[src/rtl/cm_link_pkg.sv]
// Shared definitions for the FPGA-to-Xmega CM link transmitter.
//   CM_W            : width of the CM data bus
//   HALF_PERIOD_DEF : default CLK_50 cycles per strobe phase
//   cm_tx_state_t   : transmit FSM states
package cm_link_pkg;

    localparam int CM_W            = 8;
    localparam int HALF_PERIOD_DEF = 4;

    typedef enum logic [1:0] {
        IDLE  = 2'd0,
        SETUP = 2'd1,
        HIGH  = 2'd2
    } cm_tx_state_t;

endpackage

[src/rtl/cm_link_tx_if.sv]
// Byte push port between user logic and cm_link_tx.
//   TX_DATA  : byte to send
//   TX_VALID : TX_DATA valid
//   TX_READY : transmitter FIFO can accept a byte
// master = user side, slave = transmitter side.
interface cm_link_tx_if;
    import cm_link_pkg::*;

    logic [CM_W-1:0] TX_DATA;
    logic            TX_VALID;
    logic            TX_READY;

    modport master (output TX_DATA, output TX_VALID, input  TX_READY);
    modport slave  (input  TX_DATA, input  TX_VALID, output TX_READY);
endinterface

[src/rtl/cm_tx_fifo.sv]
// Synchronous FIFO holding bytes waiting for the CM link.
//   clk, rst     : clock, synchronous active-high flush
//   push, wdata  : write request (ignored when full)
//   pop          : read request (ignored when empty)
//   rdata        : head entry, combinational
//   full, empty  : occupancy flags from the registered count
//   count        : number of stored entries
module cm_tx_fifo
    import cm_link_pkg::*;
#(
    parameter int DEPTH = 4,
    parameter int W     = CM_W
) (
    input  logic                     clk,
    input  logic                     rst,
    input  logic                     push,
    input  logic [W-1:0]             wdata,
    input  logic                     pop,
    output logic [W-1:0]             rdata,
    output logic                     full,
    output logic                     empty,
    output logic [$clog2(DEPTH):0]   count
);
    localparam int AW = $clog2(DEPTH);

    logic [W-1:0]  mem [DEPTH];
    logic [AW-1:0] wptr, rptr;
    logic          do_push, do_pop;

    assign full    = (count == (AW+1)'(DEPTH));
    assign empty   = (count == '0);
    assign do_push = push && !full;
    assign do_pop  = pop && !empty;
    assign rdata   = mem[rptr];

    always_ff @(posedge clk) begin
        if (rst) begin
            wptr  <= '0;
            rptr  <= '0;
            count <= '0;
        end else begin
            if (do_push) wptr <= wptr + AW'(1);
            if (do_pop)  rptr <= rptr + AW'(1);
            case ({do_push, do_pop})
                2'b10:   count <= count + (AW+1)'(1);
                2'b01:   count <= count - (AW+1)'(1);
                default: count <= count;
            endcase
        end
    end

    // Storage needs no reset; pointers define what is valid.
    always_ff @(posedge clk) begin
        if (do_push) mem[wptr] <= wdata;
    end
endmodule

[src/rtl/cm_link_tx.sv]
// FPGA-to-Xmega byte transmitter for the CM[7:0] + strobe bus.
// Bytes are queued in a FIFO and presented on CM_OUT for HALF_PERIOD
// cycles of setup before STROBE_OUT rises, then held HALF_PERIOD cycles
// while STROBE_OUT is high. The Xmega latches CM on the rising strobe.
//   CLK_50     : system clock
//   RST        : synchronous active-high reset
//   EN         : transmit enable, only gates starting a new byte
//   tx         : valid/ready byte push port (slave side)
//   CM_OUT     : data for the CM pads
//   CM_OE      : pad output enable (1 = FPGA drives)
//   STROBE_OUT : byte strobe
//   BUSY       : FSM active or FIFO non-empty
//   TX_COUNT   : bytes strobed since reset, wrapping
module cm_link_tx
    import cm_link_pkg::*;
#(
    parameter int DEPTH       = 4,
    parameter int HALF_PERIOD = HALF_PERIOD_DEF,
    parameter int CNT_W       = 16
) (
    input  logic              CLK_50,
    input  logic              RST,
    input  logic              EN,
    cm_link_tx_if.slave       tx,
    output logic [CM_W-1:0]   CM_OUT,
    output logic              CM_OE,
    output logic              STROBE_OUT,
    output logic              BUSY,
    output logic [CNT_W-1:0]  TX_COUNT
);
    localparam int              HW     = (HALF_PERIOD > 1) ? $clog2(HALF_PERIOD) : 1;
    localparam logic [HW-1:0]   RELOAD = HW'(HALF_PERIOD - 1);

    cm_tx_state_t          state, state_d;
    logic [HW-1:0]         cnt, cnt_d;
    logic [CM_W-1:0]       cm_out_d;
    logic                  cm_oe_d, strobe_d;
    logic [CNT_W-1:0]      tx_count_d;

    logic                  pop, full, empty;
    logic [CM_W-1:0]       head;
    logic [$clog2(DEPTH):0] fifo_count;

    // Ready comes purely from registered occupancy, so a pop in the same
    // cycle never opens a slot for a push.
    assign tx.TX_READY = !full;
    assign BUSY        = (state != IDLE) || (fifo_count != '0);

    cm_tx_fifo #(.DEPTH(DEPTH), .W(CM_W)) u_fifo (
        .clk   (CLK_50),
        .rst   (RST),
        .push  (tx.TX_VALID && tx.TX_READY),
        .wdata (tx.TX_DATA),
        .pop   (pop),
        .rdata (head),
        .full  (full),
        .empty (empty),
        .count (fifo_count)
    );

    always_comb begin
        state_d    = state;
        cnt_d      = cnt;
        cm_out_d   = CM_OUT;
        cm_oe_d    = CM_OE;
        strobe_d   = STROBE_OUT;
        tx_count_d = TX_COUNT;
        pop        = 1'b0;
        case (state)
            IDLE: begin
                strobe_d = 1'b0;
                cm_oe_d  = 1'b0;
                if (EN && !empty) begin
                    pop      = 1'b1;
                    cm_out_d = head;
                    cm_oe_d  = 1'b1;
                    cnt_d    = RELOAD;
                    state_d  = SETUP;
                end
            end
            SETUP: begin
                if (cnt == '0) begin
                    strobe_d   = 1'b1;
                    cnt_d      = RELOAD;
                    tx_count_d = TX_COUNT + CNT_W'(1);
                    state_d    = HIGH;
                end else begin
                    cnt_d = cnt - HW'(1);
                end
            end
            HIGH: begin
                if (cnt == '0) begin
                    strobe_d = 1'b0;
                    // Chain straight into the next byte so a stream has
                    // a 2*HALF_PERIOD strobe period with no idle gap.
                    if (EN && !empty) begin
                        pop      = 1'b1;
                        cm_out_d = head;
                        cm_oe_d  = 1'b1;
                        cnt_d    = RELOAD;
                        state_d  = SETUP;
                    end else begin
                        cm_oe_d = 1'b0;
                        state_d = IDLE;
                    end
                end else begin
                    cnt_d = cnt - HW'(1);
                end
            end
            default: begin
                strobe_d = 1'b0;
                cm_oe_d  = 1'b0;
                state_d  = IDLE;
            end
        endcase
    end

    always_ff @(posedge CLK_50) begin
        if (RST) begin
            state      <= IDLE;
            cnt        <= '0;
            CM_OUT     <= '0;
            CM_OE      <= 1'b0;
            STROBE_OUT <= 1'b0;
            TX_COUNT   <= '0;
        end else begin
            state      <= state_d;
            cnt        <= cnt_d;
            CM_OUT     <= cm_out_d;
            CM_OE      <= cm_oe_d;
            STROBE_OUT <= strobe_d;
            TX_COUNT   <= tx_count_d;
        end
    end
endmodule
[src/flat_wrapper.sv]
// flat-port wrapper written by rule: the top's interface ports become plain ports
module cm_link_tx_flat import cm_link_pkg::*;
#(
    parameter int DEPTH       = 4,
    parameter int HALF_PERIOD = HALF_PERIOD_DEF,
    parameter int CNT_W       = 16
)
  (CLK_50, RST, EN, CM_OUT, CM_OE, STROBE_OUT, BUSY, TX_COUNT, tx_TX_DATA, tx_TX_VALID, tx_TX_READY);
  cm_link_tx_if tx_i ();
  input  logic CLK_50;
  input  logic RST;
  input  logic EN;
  output logic [CM_W-1:0] CM_OUT;
  output logic CM_OE;
  output logic STROBE_OUT;
  output logic BUSY;
  output logic [CNT_W-1:0] TX_COUNT;
  input wire logic [$bits(tx_i.TX_DATA)-1:0] tx_TX_DATA;
  input wire logic [$bits(tx_i.TX_VALID)-1:0] tx_TX_VALID;
  output wire logic [$bits(tx_i.TX_READY)-1:0] tx_TX_READY;
  assign tx_i.TX_DATA = tx_TX_DATA;
  assign tx_i.TX_VALID = tx_TX_VALID;
  assign tx_TX_READY = tx_i.TX_READY;
  cm_link_tx #(.DEPTH(DEPTH), .HALF_PERIOD(HALF_PERIOD), .CNT_W(CNT_W)) u_core (.CLK_50(CLK_50), .RST(RST), .EN(EN), .tx(tx_i), .CM_OUT(CM_OUT), .CM_OE(CM_OE), .STROBE_OUT(STROBE_OUT), .BUSY(BUSY), .TX_COUNT(TX_COUNT));
endmodule
[config.mk]
export PLATFORM = sky130hd
export DESIGN_NAME = cm_link_tx_flat
export DESIGN_NICKNAME = d
export VERILOG_FILES = /design/src/rtl/cm_link_pkg.sv /design/src/rtl/cm_link_tx_if.sv /design/src/rtl/cm_tx_fifo.sv /design/src/rtl/cm_link_tx.sv /design/src/flat_wrapper.sv
export SDC_FILE = /design/constraint.sdc
export NUM_CORES = 1
export LEC_CHECK = 0
export BUFFER_PORTS_ARGS = -buffer_cell sky130_fd_sc_hd__buf_4
export CAP_MARGIN = 20
export CORE_ASPECT_RATIO = 0.6
export CORE_MARGIN = 2
export CORE_UTILIZATION = 51
export CTS_CLUSTER_SIZE = 24
export DETAILED_ROUTE_END_ITERATION = 10
export GPL_ROUTABILITY_DRIVEN = 1
export PLACE_DENSITY = 0.75
export SLEW_MARGIN = 5
export SYNTH_ARGS = -nofsm -noshare
export SYNTH_HDL_FRONTEND = slang
export SYNTH_SLANG_ARGS = --single-unit
[constraint.sdc]
create_clock -name CLK_50 -period 2.3 [get_ports CLK_50]
set_input_delay 0.23 -clock CLK_50 [delete_from_list [all_inputs] [get_ports CLK_50]]
set_output_delay 0.23 -clock CLK_50 [all_outputs]
set_load 0.05 [all_outputs]
==> results by group <==
Place
  – Port bufs: 39
  – Detailed placer's ending HPWL: 3970 um
  – GPL Wtd Cong: 0.785

Critical path
  – Crit Path Class: reg2reg
  – Critical path origin: u_core.u_fifo.count[2]$_SDFFE_PP0P_
  – CP Capture Type: flop
  – Critical Path RT: 2560 ps
  – CP arrival: 2480 ps
  – Startpoint types: flop
  – R2R Path Start: u_core.u_fifo.count[2]$_SDFFE_PP0P_
  – Critical path peak fanout: 3

Final layout
  – Nets@finish: 331
  – Number of fill cells in the layout: 446
  – Share of cells above drive strength 1: 28.7%
  – Diodes inserted: 0
  – Synth-to-layout area growth: 21.5%

Power
  – Int Power: 0.00274 W
  – Part of the power in the clock network: 24.8%
  – Net switching power: 0.00142 W
  – Peak supply drop: 0.785 mV
  – Leak pwr: 1.45 nW
  – Pwr/cell area: 1120 nW/um^2
  – Switching share of power: 34.2%
  – Pwr Total: 0.00416 W
  – Comb power frac: 35.0%
  – Flop pwr share: 40.2%

Worst hold path
  – Hold Startpoint: tx_TX_DATA[2]
  – Worst min path class: in2reg

Detailed routing
  – Met2 routed WL: 2470 um
  – Metal-1 WL: 2830 um
  – Total Routed Length: 5720 um
  – Vias per cell: 5.17
  – Max Used Layer: met4
  – ANT nets after route: 0
  – DR DRC count: 0
  – TritonRoute pass-1 iters: 4
  – Via Count: 2018
  – Detailed Route Iter0 Violations: 154
  – Met3 wire len: 402 um
  – WL/cell: 14.7 um

STA
  – RSZ-0062 raised after global routing: false
  – Max Clock Skew: 9.11 ps
  – Worst slew pin tran: 555 ps
  – Setup Viol. Count Final: 0
  – Period utilization: 96.7%
  – Worst slew margin: 63.0%
  – Slew Limit Fails: 0
  – Setup TNS Final: 0 ps
  – Final min period: 2220 ps
  – Final Hold Fails: 0
  – FMAX: 450 MHz
  – Worst hold slack: 100 ps

Die
  – Initial core utilization: 53.8%
  – IO Pins: 40
  – Core ar.: 5680 um^2
  – Die height: 63.9 um
  – Die X-Extent: 104 um
  – DIE AREA: 6640 um^2
  – Core Rows: 21

GRT
  – First-pass GRT wire length: 9540 um
  – Largest net degree at the start of global routing: 39
  – Vias in the first global route: 1985
  – GRT Overall Usage: 18.7%
  – Global route overflow: 0
  – Initial antenna violation count: 0

Clock network
  – Num CTS Buffers: 9
  – CTS root buffer: clkbuf_8
  – Clock buffer depth: 2
  – H-tree depth: 3
  – Clk sinks: 71
  – Worst-path clk slew: 70 ps
  – Clock Latency Late Sink: 330 ps
  – CTS tree: done

Logic synthesis
  – Synth unique cells: 49
  – Synthesized cell area: 3050 um^2
  – Average size of a mapped cell: 12.1 um^2
  – Sequential area share after synthesis: 57.0%
  – Flops & latches, synth: 71
  – Primary FF master, synth: dfxtp_1
  – Post-synth EDFFs: 32
  – Syn Nets: 279
  – Post-synthesis cell count: 253
  – Async SR Flop Fraction: 0%
  – Yosys warns: 0

Run status
  – Status: finished clean

Job
  – Max cap viols: 0
## through the flow
stage | util (%) | worst slack (ps) | std cells | instance area [um^2]
after floorplan | - | 0.339 | 253 | 3060
after global placement | 61.3 | 110 | 372 | 3480
after detailed placement | 61.3 | 59.1 | 372 | 3480
after CTS | 64.9 | 38.4 | 388 | 3690
after global routing | 65.4 | 1.96 | 390 | 3710
final | 65.4 | 76.5 | 390 | 3710
## synth_stat cells, drive strengths merged (2+ instances only)
cell / number / share of area [%]
mux2i: 8 / 2.6
nand2: 14 / 2.0
inv: 13 / 1.6
buf: 4 / 0.78
nor2: 33 / 4.1
nor3: 2 / 0.33
or3: 5 / 1.2
and4: 4 / 1.2
a21oi: 13 / 2.5
nand3: 7 / 1.1
clkbuf: 5 / 0.66
mux4: 8 / 5.9
nand4: 4 / 1.0
dfxtp: 39 / 26
edfxtp: 32 / 31
o21ai: 7 / 1.1
nor2b: 2 / 0.41
xnor2: 6 / 1.7
xor2: 10 / 2.9
and3: 6 / 1.3
ha: 13 / 5.3
## state kept, by name, indices dropped and copies added (netlist names), named ones only
register	count
u_core.CM_OE	1
u_core.CM_OUT	8
u_core.STROBE_OUT	1
u_core.TX_COUNT	16
u_core.cnt	2
u_core.state	2
u_core.u_fifo.count	3
u_core.u_fifo.mem	32
u_core.u_fifo.rptr	2
u_core.u_fifo.wptr	2
## cells in the final DEF (no fill, tap or decap), types with 7 or more instances in the layout
cell,n
a21oi_1,12
buf_4,50
clkbuf_8,9
dfxtp_1,37
edfxtp_1,32
ha_1,11
inv_1,11
mux2i_1,8
mux4_2,8
nand2_1,13
nand3_1,7
nor2_1,32
o21ai_0,7
xor2_1,10
## worst paths after layout
kind	slack (ps)	cells past startpoint	endpoint
worst min register to register	490	2	u_core.CM_OE$_SDFFE_PP0P_
worst max-delay path	80	9	u_core.u_fifo.count[2]$_SDFFE_PP0P_
worst min-delay path	100	1	u_core.u_fifo.mem[3][2]$_DFFE_PP_
worst max register to register	80	9	u_core.u_fifo.count[2]$_SDFFE_PP0P_
## area by class of cell
type                       count  area, um^2  area share [%]
sequential                    71        1750            47.1
multi-input combinational    160        1230            33.3
timing repair buffer          50         375            10.1
clock buffer                  12         135            3.64
tap                           80         100            2.70
clock inverter                 4        70.1            1.89
inverter                      13        48.8            1.32
## logic make-up (layout without fill, tap and decap cells)
logic type / count (synthesis) / in the layout / synth area share [%]
AND/OR/NAND/NOR: 84 / 84 / 14.4
flip-flops: 71 / 71 / 57.0
AO/OA/AOI/OAI: 30 / 30 / 6.44
buffers and inverters: 22 / 79 / 3.03
XOR/XNOR: 16 / 16 / 4.59
multiplexers: 16 / 16 / 8.52
adder cells (fa/ha/maj): 14 / 14 / 5.98
## power groups by stage
stage	Clock, W	Sequential [W]	Combinational, W
after floorplan	0	0.00185	0.000872
after global placement	0	0.00169	0.00140
after detailed placement	0	0.00170	0.00141
after CTS	0.00105	0.00168	0.00143
after global routing	0.00112	0.00170	0.00159
final	0.00103	0.00167	0.00146
## critical path, stage by stage, from the launching register on
cell	delay, ps
dfxtp_4	350
or3b_4	380
and2_4	160
inv_2	50
ha_2	170
inv_1	60
fa_2	380
xor2_1	160
or3_1	310
a21oi_1	130
## routing by layer
| metal | vias up | global-route usage (%) |
|---|---|---|
| li1 | 1005 | - |
| met1 | 953 | 26.5 |
| met2 | 58 | 26.2 |
| met3 | 2 | 8.16 |
| met4 | 0 | 5.24 |
| met5 | - | 0 |
## timing repair
item,in CTS,in global routing
setup endpoints to repair,0,1
setup buffers,0,2
hold buffers,0,0
gates resized for setup,0,5
Note: power is estimated with default switching activity, not from simulation.
